===== src/rtl/mem_port_if.sv =====
`timescale 1ns/1ps
// Bundle between the core-side requesters (fetch + data) and the shared
// single-port memory; the arbiter sits on the slave side.
interface mem_port_if #(
  parameter int AW = 8,
  parameter int DW = 16
);
  logic          if_req_valid;
  logic          if_req_ready;
  logic [AW-1:0] if_req_addr;
  logic          if_flush;
  logic          if_rsp_valid;
  logic [DW-1:0] if_rsp_data;

  logic          dm_req_valid;
  logic          dm_req_ready;
  logic          dm_req_we;
  logic [AW-1:0] dm_req_addr;
  logic [DW-1:0] dm_req_wdata;
  logic          dm_rsp_valid;
  logic [DW-1:0] dm_rsp_data;

  logic [AW-1:0] mem_addr;
  logic [DW-1:0] mem_wdata;
  logic          mem_we;
  logic [DW-1:0] mem_rdata;

  modport slave (
    input  if_req_valid, if_req_addr, if_flush,
    output if_req_ready, if_rsp_valid, if_rsp_data,
    input  dm_req_valid, dm_req_we, dm_req_addr, dm_req_wdata,
    output dm_req_ready, dm_rsp_valid, dm_rsp_data,
    output mem_addr, mem_wdata, mem_we,
    input  mem_rdata
  );

  modport master (
    output if_req_valid, if_req_addr, if_flush,
    input  if_req_ready, if_rsp_valid, if_rsp_data,
    output dm_req_valid, dm_req_we, dm_req_addr, dm_req_wdata,
    input  dm_req_ready, dm_rsp_valid, dm_rsp_data,
    input  mem_addr, mem_wdata, mem_we,
    output mem_rdata
  );
endinterface


===== src/rtl/mem_port_arbiter.sv =====
`timescale 1ns/1ps
// Shares one single-port memory between fetch and data requesters: data wins
// contention until fetch has lost MAX_STARVE times in a row.
module mem_port_arbiter #(
  parameter int AW         = 8,
  parameter int DW         = 16,
  parameter int MAX_STARVE = 3
) (
  input  logic      clk,
  input  logic      reset_n,
  mem_port_if.slave bus,
  output logic      busy
);
  localparam int              SW         = (MAX_STARVE < 1) ? 1 : $clog2(MAX_STARVE + 1);
  localparam logic [SW-1:0]   STARVE_MAX = SW'(MAX_STARVE);
  localparam logic [1:0]      IDLE       = 2'd0;
  localparam logic [1:0]      ACCESS     = 2'd1;
  localparam logic [1:0]      RESP       = 2'd2;

  typedef struct packed {
    logic          is_if;
    logic          we;
    logic [AW-1:0] addr;
    logic [DW-1:0] wdata;
  } req_t;

  logic [1:0]    state_q, state_d;
  logic [SW-1:0] starve_q, starve_d;
  req_t          req_q, req_d;
  logic          if_keep_q, if_keep_d;
  logic [DW-1:0] if_data_q, if_data_d;
  logic [DW-1:0] dm_data_q, dm_data_d;

  logic open_win, if_elig, dm_rdy, if_rdy, if_gnt, dm_gnt;

  // Grant window is IDLE or RESP; a flushing fetch is never eligible.
  assign open_win = (state_q == IDLE) || (state_q == RESP);
  assign if_elig  = bus.if_req_valid && !bus.if_flush;
  assign dm_rdy   = open_win && bus.dm_req_valid && (!if_elig || (starve_q != STARVE_MAX));
  assign if_rdy   = open_win && if_elig && !dm_rdy;
  assign if_gnt   = bus.if_req_valid && if_rdy;
  assign dm_gnt   = bus.dm_req_valid && dm_rdy;

  assign bus.dm_req_ready = dm_rdy;
  assign bus.if_req_ready = if_rdy;

  always_comb begin
    state_d   = state_q;
    req_d     = req_q;
    if_keep_d = if_keep_q;
    if_data_d = if_data_q;
    dm_data_d = dm_data_q;
    case (state_q)
      ACCESS: begin
        state_d = RESP;
        if (req_q.is_if) begin
          // A flush seen during the access drops this fetch's response.
          if_keep_d = !bus.if_flush;
          if (!bus.if_flush) if_data_d = bus.mem_rdata;
        end else begin
          dm_data_d = req_q.we ? '0 : bus.mem_rdata;
        end
      end
      default: state_d = IDLE;
    endcase
    if (if_gnt || dm_gnt) begin
      state_d     = ACCESS;
      req_d.is_if = if_gnt;
      req_d.we    = dm_gnt && bus.dm_req_we;
      req_d.addr  = if_gnt ? bus.if_req_addr : bus.dm_req_addr;
      // Fetches leave the write-data bus untouched.
      req_d.wdata = dm_gnt ? bus.dm_req_wdata : req_q.wdata;
    end
  end

  always_comb begin
    starve_d = starve_q;
    if (!bus.if_req_valid || if_gnt)
      starve_d = '0;
    else if (dm_gnt && (starve_q != STARVE_MAX))
      starve_d = starve_q + SW'(1);
  end

  always_ff @(posedge clk or negedge reset_n) begin
    if (!reset_n) begin
      state_q   <= IDLE;
      starve_q  <= '0;
      req_q     <= '0;
      if_keep_q <= 1'b0;
      if_data_q <= '0;
      dm_data_q <= '0;
    end else begin
      state_q   <= state_d;
      starve_q  <= starve_d;
      req_q     <= req_d;
      if_keep_q <= if_keep_d;
      if_data_q <= if_data_d;
      dm_data_q <= dm_data_d;
    end
  end

  // Memory drive comes straight from the latched request, so it only moves on accept.
  assign bus.mem_addr     = req_q.addr;
  assign bus.mem_wdata    = req_q.wdata;
  assign bus.mem_we       = (state_q == ACCESS) && req_q.we;

  assign bus.if_rsp_valid = (state_q == RESP) && req_q.is_if && if_keep_q && !bus.if_flush;
  assign bus.dm_rsp_valid = (state_q == RESP) && !req_q.is_if;
  assign bus.if_rsp_data  = if_data_q;
  assign bus.dm_rsp_data  = dm_data_q;

  assign busy = (state_q != IDLE);
endmodule


===== src/flat_wrapper.sv =====
// flat-port wrapper written by rule: the top's interface ports become plain ports
module mem_port_arbiter_flat 
#(
  parameter int AW         = 8,
  parameter int DW         = 16,
  parameter int MAX_STARVE = 3
)
  (clk, reset_n, busy, bus_if_req_valid, bus_if_req_addr, bus_if_flush, bus_if_req_ready, bus_if_rsp_valid, bus_if_rsp_data, bus_dm_req_valid, bus_dm_req_we, bus_dm_req_addr, bus_dm_req_wdata, bus_dm_req_ready, bus_dm_rsp_valid, bus_dm_rsp_data, bus_mem_addr, bus_mem_wdata, bus_mem_we, bus_mem_rdata);
  mem_port_if #(.AW(AW), .DW(DW)) bus_i ();
  input  logic clk;
  input  logic reset_n;
  output logic busy;
  input wire logic [$bits(bus_i.if_req_valid)-1:0] bus_if_req_valid;
  input wire logic [$bits(bus_i.if_req_addr)-1:0] bus_if_req_addr;
  input wire logic [$bits(bus_i.if_flush)-1:0] bus_if_flush;
  output wire logic [$bits(bus_i.if_req_ready)-1:0] bus_if_req_ready;
  output wire logic [$bits(bus_i.if_rsp_valid)-1:0] bus_if_rsp_valid;
  output wire logic [$bits(bus_i.if_rsp_data)-1:0] bus_if_rsp_data;
  input wire logic [$bits(bus_i.dm_req_valid)-1:0] bus_dm_req_valid;
  input wire logic [$bits(bus_i.dm_req_we)-1:0] bus_dm_req_we;
  input wire logic [$bits(bus_i.dm_req_addr)-1:0] bus_dm_req_addr;
  input wire logic [$bits(bus_i.dm_req_wdata)-1:0] bus_dm_req_wdata;
  output wire logic [$bits(bus_i.dm_req_ready)-1:0] bus_dm_req_ready;
  output wire logic [$bits(bus_i.dm_rsp_valid)-1:0] bus_dm_rsp_valid;
  output wire logic [$bits(bus_i.dm_rsp_data)-1:0] bus_dm_rsp_data;
  output wire logic [$bits(bus_i.mem_addr)-1:0] bus_mem_addr;
  output wire logic [$bits(bus_i.mem_wdata)-1:0] bus_mem_wdata;
  output wire logic [$bits(bus_i.mem_we)-1:0] bus_mem_we;
  input wire logic [$bits(bus_i.mem_rdata)-1:0] bus_mem_rdata;
  assign bus_i.if_req_valid = bus_if_req_valid;
  assign bus_i.if_req_addr = bus_if_req_addr;
  assign bus_i.if_flush = bus_if_flush;
  assign bus_if_req_ready = bus_i.if_req_ready;
  assign bus_if_rsp_valid = bus_i.if_rsp_valid;
  assign bus_if_rsp_data = bus_i.if_rsp_data;
  assign bus_i.dm_req_valid = bus_dm_req_valid;
  assign bus_i.dm_req_we = bus_dm_req_we;
  assign bus_i.dm_req_addr = bus_dm_req_addr;
  assign bus_i.dm_req_wdata = bus_dm_req_wdata;
  assign bus_dm_req_ready = bus_i.dm_req_ready;
  assign bus_dm_rsp_valid = bus_i.dm_rsp_valid;
  assign bus_dm_rsp_data = bus_i.dm_rsp_data;
  assign bus_mem_addr = bus_i.mem_addr;
  assign bus_mem_wdata = bus_i.mem_wdata;
  assign bus_mem_we = bus_i.mem_we;
  assign bus_i.mem_rdata = bus_mem_rdata;
  mem_port_arbiter #(.AW(AW), .DW(DW), .MAX_STARVE(MAX_STARVE)) u_core (.clk(clk), .reset_n(reset_n), .bus(bus_i), .busy(busy));
endmodule

===== config.mk =====
export PLATFORM = sky130hd
export DESIGN_NAME = mem_port_arbiter_flat
export DESIGN_NICKNAME = d
export VERILOG_FILES = /design/src/rtl/mem_port_if.sv /design/src/rtl/mem_port_arbiter.sv /design/src/flat_wrapper.sv
export SDC_FILE = /design/constraint.sdc
export NUM_CORES = 1
export LEC_CHECK = 0
export CAP_MARGIN = 20
export CORE_ASPECT_RATIO = 1.25
export CORE_MARGIN = 4
export CORE_UTILIZATION = 39
export DETAILED_ROUTE_END_ITERATION = 16
export PLACE_DENSITY = 0.77
export SLEW_MARGIN = 15
export SYNTH_ARGS = -nofsm -noshare
export SYNTH_HDL_FRONTEND = slang
export SYNTH_SLANG_ARGS = --single-unit

===== constraint.sdc =====
create_clock -name clk -period 1.51 [get_ports clk]
set_clock_uncertainty 0.05 [all_clocks]
set_input_delay 0.302 -clock clk [delete_from_list [all_inputs] [get_ports clk]]
set_output_delay 0.302 -clock clk [all_outputs]
set_load 0.03 [all_outputs]

* Yosys cells after proc, flatten, opt, wreduce, memory -nomap -nowiden *
Index checks and enable logic that the tools add are counted.

word-level totals
  flip-flop bits (word level) = 63
  output and inout port bits = 62
  bits of input ports = 54

operators by class
  mux-type cells = 6
  $add $sub $neg = 1
  bitwise operators = 2
  reduce and logical (&&, ||, !) cells = 30
  eq/ne operators = 3

operators by type and width
  cell                                                                   count
  16-bit two-way mux                                                     1
  1-bit logical AND                                                      14
  2-bit two-way mux                                                      4
  8-bit two-way mux                                                      1
  2-bit AND reduction                                                    3
  1-bit zero test                                                        5
  1-bit logical OR                                                       4
  2-bit nonzero test                                                     2
  3-bit AND reduction                                                    1
  2-bit by 1-bit adder with 2-bit output, second input constant          1
  2-bit by 1-bit equality test with 1-bit output, second input constant  1
  2-bit equality test, second input constant                             1
  2-bit zero test                                                        1
  2-bit inequality test, second input constant                           1
  1-bit inverter                                                         2

* Logic depth before layout (Yosys ltp) *
Gate-level depths: netlist of the first run.

  depth in word-level cells = 10
  mapped depth = 5
  mapped depth without buffers = 4

* Worst setup path after synthesis of the first run *
No wires, ideal clock.

  kind = register to output
  start point = reg u_core.state_q[0]
  end point = out bus_if_req_ready
  cell stages (with the launch flop) = 4
  arrival = 1.273 ns
  required time = 1.158 ns
  path buffers = 1
  path slack = -0.115 ns
  cell sequence = dfrtp_1 or3b_1 buf_2 nor2_2

between the ends
  longest elaborated chain between the ends = 6
  elaborated cells on any way between the ends = 8
  classes of those cells = 1 x eq/ne; 7 x reduce/logical

ends and longest elaborated chain
  element                                                 RTL line                source
  start, declared                                         mem_port_arbiter.sv:27  logic [1:0] state_q, state_d;
  start signal, assigned                                  mem_port_arbiter.sv:93  state_q <= state_d;
  2-bit equality test or 2-bit zero test (tied branches)  mem_port_arbiter.sv:37  assign open_win = (state_q == IDLE) || (state_q == RESP);
  1-bit logical OR (*)                                    mem_port_arbiter.sv:37
  1-bit logical AND (2 in a row)                          mem_port_arbiter.sv:39  assign dm_rdy = open_win && bus.dm_req_valid && (!if_elig || (starve_q != STARVE_MAX));
  1-bit zero test                                         mem_port_arbiter.sv:40  assign if_rdy = open_win && if_elig && !dm_rdy;
  1-bit logical AND (*)                                   mem_port_arbiter.sv:40
  end, declared                                           flat_wrapper.sv:16      output wire logic [$bits(bus_i.if_req_ready)-1:0] bus_if_req_ready;

Every way passes the cells marked *; elsewhere a longest branch is shown, timed or not.

* Final worst setup path of the first run *
Ends and elaborated chain as after synthesis.

==> results.ini, run 1 <==
[power_and_ir_drop]
p_leak_nw=2.04
ir_drop_mv=0.705
powerDensity_nw_per_um2=1530

[sta]
fin_crit_ns=1.76
slew_viol_final=0
setup_viol=22
rsz0062_at_grt=true
fmax_ghz=0.569
max_slew_margin_pct=72.5
hold_ws_ns=0.426
tightest_slew_ns=0.413
period_share_pct=116
fin_ws_ns=-0.247
finalHoldViolCount=0

[drt]
routed_wl_um=6670
dr_total_vias=2011
route.detailed.drc=0
first_iter_violations=58
ant_nets=0
vias_per_cell=4.66
wl_per_cell_um=15.4
first_pass_iters=5

[floorplanning]
design.die.area_um2=8580
die_x_um=83.6
core.rowCount=34
io_pins=116
die_h_um=103
initial_core_util_pct=40.0
fp.coreArea_um2=6980

[placed_design]
dp_hpwl_um=4600
routabilityCongestion=0.741
place_ws_ns=-0.366
port_buffers=115
dp.cells=409

[setup_path]
ff2ff_setup_slack_ns=-0.06
reg2reg_to=u_core.bus.if_rsp_data[15]$_DFFE_PN0P_
start_kind=flip-flop
cp-end-kind=output port
crit_chain=or3b_4, nor2_4, buf_6
critPathTopFamily=simple AND/OR/NAND/NOR gates
critical_path_class=flip-flop to output port
reg2regPathDepth=4
path_max_fanout=6
critical-path-slowest-cell=dfrtp_2
cp.arrival_ns=1.41
worstReg2RegStart=u_core.state_q[1]$_DFF_PN0_
path_buf_inv=1
slowest_delay_ns=0.44
cp.required_ns=1.16

[global_route]
antenna_found_initial=0
grt_pass1_wl_um=10700
grt_max_degree=64
grt-ovfl-total=0
grt_pass1_vias=2126
grt_usage_pct=16.0

[synth]
synth-xor-area-share_pct=0.314
synthArstFlopShare_pct=100
netlist_area_um2=2790
avgSynthCellArea_um2=12.6
synth_area_leaders=dfrtp_1, mux2_2, buf_4
synth-main-ff-cell=dfrtp_1
synth_fa_ha_area_share_pct=0.449
synth_top_area_cell=dfrtp_1
ys_ff_latch=63
synthMuxAreaShare_pct=14.5
ys_seq_area_share_pct=56.5
synth_nets=276
yosysTopAreaCellShare_pct=56.5
yosysWarnings=0
synth-compound-area-share_pct=7.45
synth_top_family_by_area=multiplexers
ys_types=29
synthCells=221
synthSimpleGateAreaFrac_pct=10.9
synth-edff-count=0

[clocking]
cts.path.max_buffers=2
cts_root_buf=clkbuf_8
clock_latency_ns=0.33
cts_tree=built
path_clk_slew_ns=0.06
cts-buffers-inserted=9
htree_levels=3
cts_num_sinks=63

[cells_and_area]
drive_above_1_share_pct=29.2
multi_input_area_um2=1050
seqCellArea_um2=1580
fin_cells=432
nFillCells=588
fin_nets=393
antenna_cells=0
area_growth_pct=55.9

[job]
maxCapViolations=0

[run_status]
status=finished, violations left
failed_checks=negative setup slack

[hold_path]
hold_class=flip-flop to flip-flop
hold-path-cell-count=2
worstHoldStart=u_core.bus.dm_rsp_data[13]$_DFFE_PN0P_
hold-path-endpoint=u_core.bus.dm_rsp_data[13]$_DFFE_PN0P_

## where the power goes
part / total, W / internal (W) / leakage (nW) / switching (W)
Sequential: 0.00244 / 0.00217 / 0.773 / 0.000271
Clock: 0.00153 / 0.000934 / 0.108 / 0.000597
Combinational: 0.00267 / 0.00114 / 1.16 / 0.00153
Total: 0.00665 / 0.00425 / 2.04 / 0.00240
## layer usage
metal | routed length [µm] | vias up | share of wire [%] | global-route usage, %
met1 | 2690 | 943 | 40 | 18.6
met4 | 87 | 0 | 1.3 | 7.43
met5 | 0 | - | 0 | 0
met3 | 556 | 8 | 8.3 | 4.88
met2 | 3340 | 86 | 50 | 27.3
li1 | - | 974 | - | -
## how the worst max path moves through the flow
stage	from	to	slack, ns	cells after the start
floorplan	u_core.state_q[0]$_DFF_PN0_	bus_if_req_ready	-0.02	3
global placement	bus_if_req_valid	u_core.bus.mem_addr[7]$_DFFE_PN0P_	-0.33	4
detailed placement	bus_if_flush	u_core.bus.mem_addr[5]$_DFFE_PN0P_	-0.37	4
CTS	u_core.state_q[0]$_DFF_PN0_	bus_if_req_ready	-0.27	3
global route	u_core.state_q[0]$_DFF_PN0_	bus_if_req_ready	-0.32	3
finish	u_core.state_q[0]$_DFF_PN0_	bus_if_req_ready	-0.25	3
## registers in the layout, summed over array words and instances (netlist names)
register and count:
u_core.state_q 2, u_core.bus.mem_wdata 16, u_core.req_q 2, u_core.bus.if_rsp_data 16
u_core.bus.dm_rsp_data 16, u_core.bus.mem_addr 8, u_core.starve_q 2, u_core.if_keep_q 1
## area by class of cell
cell class	instances	area share [%]
flip-flops and latches	63	36.3
repair buffers	141	31.8
multi-input cells	121	24.2
clock buffers	13	4.12
well taps	90	2.59
clock inverters	2	0.864
inverters	2	0.173
## cells in the mapped netlist, types with 2 or more instances
cell type,count
nor2b_1,2
nor3b_1,13
dfrtp_1,63
nand2_1,33
mux2_4,9
buf_4,25
buf_6,3
or3b_1,2
mux2_2,23
inv_1,2
a21o_1,2
buf_2,4
clkbuf_1,2
o21ai_0,16
a221o_1,8
## worst register-to-register path, delay by kind of cell (launching register included)
| family | cells | cell delay [ns] |
|---|---|---|
| buffers and inverters | 1 | 0.20 |
| DFF | 1 | 0.38 |
| muxes | 1 | 0.30 |
| and+or+nand+nor | 2 | 0.53 |
## per-stage QoR
stage / setup TNS, ns / total power, W / instance area, µm² / utilization (%)
floorplan: -0.0380 / 0.00418 / 2810 / -
global placement: -12.72 / 0.00528 / 3980 / 57.0
detailed placement: -14.12 / 0.00536 / 3980 / 57.0
CTS: -2.49 / 0.00670 / 4300 / 61.7
global route: -3.07 / 0.00699 / 4350 / 62.3
finish: -1.61 / 0.00665 / 4350 / 62.3
## cell usage in the layout, fill, tap and decap left out, drive strengths merged
master         count
dfrtp             63
dlygate4sd2       57
clkdlybuf4s50     50
nand2             33
mux2              32
buf               30
o21ai             16
clkbuf            15
nor3b             13
a221o              8
or3b               2
inv                2
a21o               2
nor2b              2
or2                1
nand2b             1
a21oi              1
nor2               1
o21bai             1
and2b              1
and2               1
nand3b             1
xnor2              1
and3b              1
a22o               1
mux2i              1
ha                 1
clkinvlp           1
bufinv             1
dlygate4sd3        1
clkdlybuf4s15      1
## cells by family after synthesis
| logic type | count (synthesis) |
|---|---|
| DFF | 63 |
| and+or+nand+nor | 57 |
| buffers and inverters | 37 |
| muxes | 33 |
| AOI/OAI and AO/OA | 29 |
| xor gates and xnor gates | 1 |
| adders and majority gates | 1 |
## what timing repair did
| item | in CTS | in global routing |
|---|---|---|
| endpoints found under the hold margin | 63 | 0 |
| hold buffers | 1 | 0 |
| pin swaps | 5 | 0 |
| cloned | 2 | 0 |
| resized for setup | 85 | 14 |
| endpoints found under the setup margin | 89 | 55 |
| buffers inserted | 2 | 4 |
Note: power is estimated with default switching activity, not from simulation.
==> run 2: changes to the inputs <==
--- a/config.mk
+++ b/config.mk
@@ -7,7 +7,6 @@
 export LEC_CHECK = 0
 export CAP_MARGIN = 20
 export CORE_ASPECT_RATIO = 1.25
-export CORE_MARGIN = 4
 export CORE_UTILIZATION = 39
 export DETAILED_ROUTE_END_ITERATION = 16
 export PLACE_DENSITY = 0.77
==> run 2 against run 1 <==
  * Register-to-register slack is essentially flat
  * The run still ends with negative setup slack left
  * Setup slack lost 0.015 ns
  * Global-route usage grew 2.4 points
==> results.ini, run 2 (synthesis results as in run 1) <==
[setup_path]
worstReg2RegStart=u_core.state_q[1]$_DFF_PN0_  ; unchanged
critPathTopFamily=simple AND/OR/NAND/NOR gates  ; unchanged
critical-path-slowest-cell=dfrtp_2  ; unchanged
start_kind=flip-flop  ; unchanged
crit_start=u_core.state_q[0]$_DFF_PN0_  ; unchanged
path_buf_inv=1  ; unchanged
critical_path_class=flip-flop to output port  ; unchanged
cp-end-kind=output port  ; unchanged
crit_chain=or3b_4, nor2_4, buf_6  ; unchanged
cp.arrival_ns=1.42  ; was 1.41 ns
path_max_fanout=6  ; unchanged
cp.required_ns=1.16  ; about the same
slowest_delay_ns=0.45  ; was 0.44 ns

[floorplanning]
die_h_um=96.5  ; was 103 µm
core.rowCount=34  ; unchanged
fp.coreArea_um2=6930  ; was 6980 µm²
io_pins=116  ; unchanged
die_x_um=77.6  ; was 83.6 µm
initial_core_util_pct=40.2  ; was 40.0%
design.die.area_um2=7500  ; was 8580 µm²

[run_status]
failed_checks=negative setup slack  ; unchanged
status=finished, violations left  ; unchanged

[drt]
routed_wl_um=6540  ; was 6670 µm
vias_per_cell=4.75  ; was 4.66
ant_nets=0  ; unchanged
dr_total_vias=2071  ; was 2011
route.detailed.drc=0  ; unchanged
first_pass_iters=4  ; was 5
first_iter_violations=53  ; was 58
wl_per_cell_um=15.0  ; was 15.4 µm

[clocking]
cts-buffers-inserted=9  ; unchanged
cts_root_buf=clkbuf_8  ; unchanged
cts_tree=built  ; unchanged
cts.path.max_buffers=2  ; unchanged
cts_num_sinks=63  ; unchanged
path_clk_slew_ns=0.07  ; was 0.06 ns
clock_latency_ns=0.34  ; was 0.33 ns
htree_levels=3  ; unchanged

[cells_and_area]
fin_nets=396  ; was 393
fin_cells=436  ; was 432
seqCellArea_um2=1580  ; about the same
area_growth_pct=57.9  ; was 55.9%
layout_common_cells=dfrtp_1, dlygate4sd2_1, clkdlybuf4s50_1  ; unchanged
multi_input_area_um2=1040  ; was 1050 µm²
nFillCells=565  ; was 588
antenna_cells=0  ; unchanged
drive_above_1_share_pct=29.5  ; was 29.2%
final_common_cell=dfrtp_1  ; unchanged
postLayoutCoreUtil_pct=63.5  ; was 62.3%

[hold_path]
worstHoldStart=u_core.bus.dm_rsp_data[7]$_DFFE_PN0P_  ; was u_core.bus.dm_rsp_data[13]$_DFFE_PN0P_
hold_class=flip-flop to flip-flop  ; unchanged

[global_route]
grt_max_degree=64  ; unchanged
grt_pass1_wl_um=10400  ; was 10700 µm
antenna_found_initial=0  ; unchanged
grt_usage_pct=18.4  ; was 16.0%
grt-ovfl-total=0  ; unchanged
grt_pass1_vias=2113  ; was 2126

[power_and_ir_drop]
p_leak_nw=2.07  ; was 2.04 nW
ir_drop_mv=0.679  ; was 0.705 mV
powerDensity_nw_per_um2=1500  ; was 1530 nW/µm²

[sta]
fin_crit_ns=1.77  ; was 1.76 ns
tightest_slew_ns=0.496  ; was 0.413 ns
setup_viol=38  ; was 22
rsz0062_at_grt=true  ; unchanged
period_share_pct=117  ; was 116%
max_slew_margin_pct=66.9  ; was 72.5%
fmax_ghz=0.564  ; was 0.569 GHz
finalHoldViolCount=0  ; unchanged
slew_viol_final=0  ; unchanged
fin_ws_ns=-0.262  ; was -0.247 ns

[placed_design]
dp.cells=408  ; was 409
port_buffers=115  ; unchanged
routabilityCongestion=0.693  ; was 0.741
dp_hpwl_um=4340  ; was 4600 µm

[job]
maxCapViolations=0  ; unchanged

==> run 2: path summary, 6_finish.rpt <==
path                                                          endpoint  slack, ns  cells after the start
worst max-delay path                                  bus_if_req_ready      -0.26                      3
worst min-delay path             u_core.bus.dm_rsp_data[7]$_DFFE_PN0P_       0.43                      2
worst max register to register  u_core.bus.if_rsp_data[11]$_DFFE_PN0P_      -0.07                      4
worst min register to register   u_core.bus.dm_rsp_data[7]$_DFFE_PN0P_       0.43                      2
max in group asynchronous                  u_core.state_q[0]$_DFF_PN0_       0.68                      3
min in group asynchronous         u_core.bus.mem_wdata[12]$_DFFE_PN0P_       0.46                      3
==> run 2: what timing repair did <==
item / in CTS / in global routing
pin swaps: 5 / 0
setup buffers: 4 / 3
endpoints found under the hold margin: 63 / 0
endpoints found under the setup margin: 93 / 63
gates resized for setup: 89 / 21
hold buffers: 1 / 0
gates cloned: 2 / 3
==> run 2: final cells by class <==
class,instances,share of cell area (%)
clock buffers,9,2.81
flip-flops and latches,63,35.8
repair buffers,144,33.2
clock inverters,7,1.65
well taps,90,2.56
multi-input cells,121,23.7
inverters,2,0.171
==> run 2: metal layers <==
layer | GRT usage (%) | routed length [µm] | up-vias
met5 | 0 | 0 | -
met2 | 32.0 | 3400 | 80
li1 | - | - | 979
met1 | 21.6 | 2630 | 1004
met3 | 3.47 | 422 | 8
met4 | 9.91 | 89 | 0
==> run 2: power by group <==
part           internal (W)  switching (W)
clock              0.000763       0.000667
combinational       0.00120        0.00153
sequential          0.00217       0.000274
==> run 2: through the flow <==
| stage | total power (W) | area (µm²) | hold slack [ns] | setup TNS, ns | setup slack [ns] |
|---|---|---|---|---|---|
| 3_3_place_gp | 0.00525 | 3970 | 0.287 | -12.41 | -0.311 |
| 3_5_place_dp | 0.00533 | 3970 | 0.300 | -14.77 | -0.379 |
| 6_report | 0.00660 | 4400 | 0.431 | -2.67 | -0.262 |
| 2_1_floorplan | 0.00418 | 2810 | -0.0436 | -0.0380 | -0.0192 |
| 5_1_grt | 0.00694 | 4400 | 0.451 | -4.35 | -0.324 |
| 4_1_cts | 0.00657 | 4290 | 0.433 | -2.45 | -0.276 |
==> run 2: worst reg2reg max path, cell delays in order, from the launching register on <==
cell and delay (ns):
dfrtp_1 0.38, and2b_4 0.25, and3b_2 0.28, clkbuf_16 0.20, mux2_4 0.30
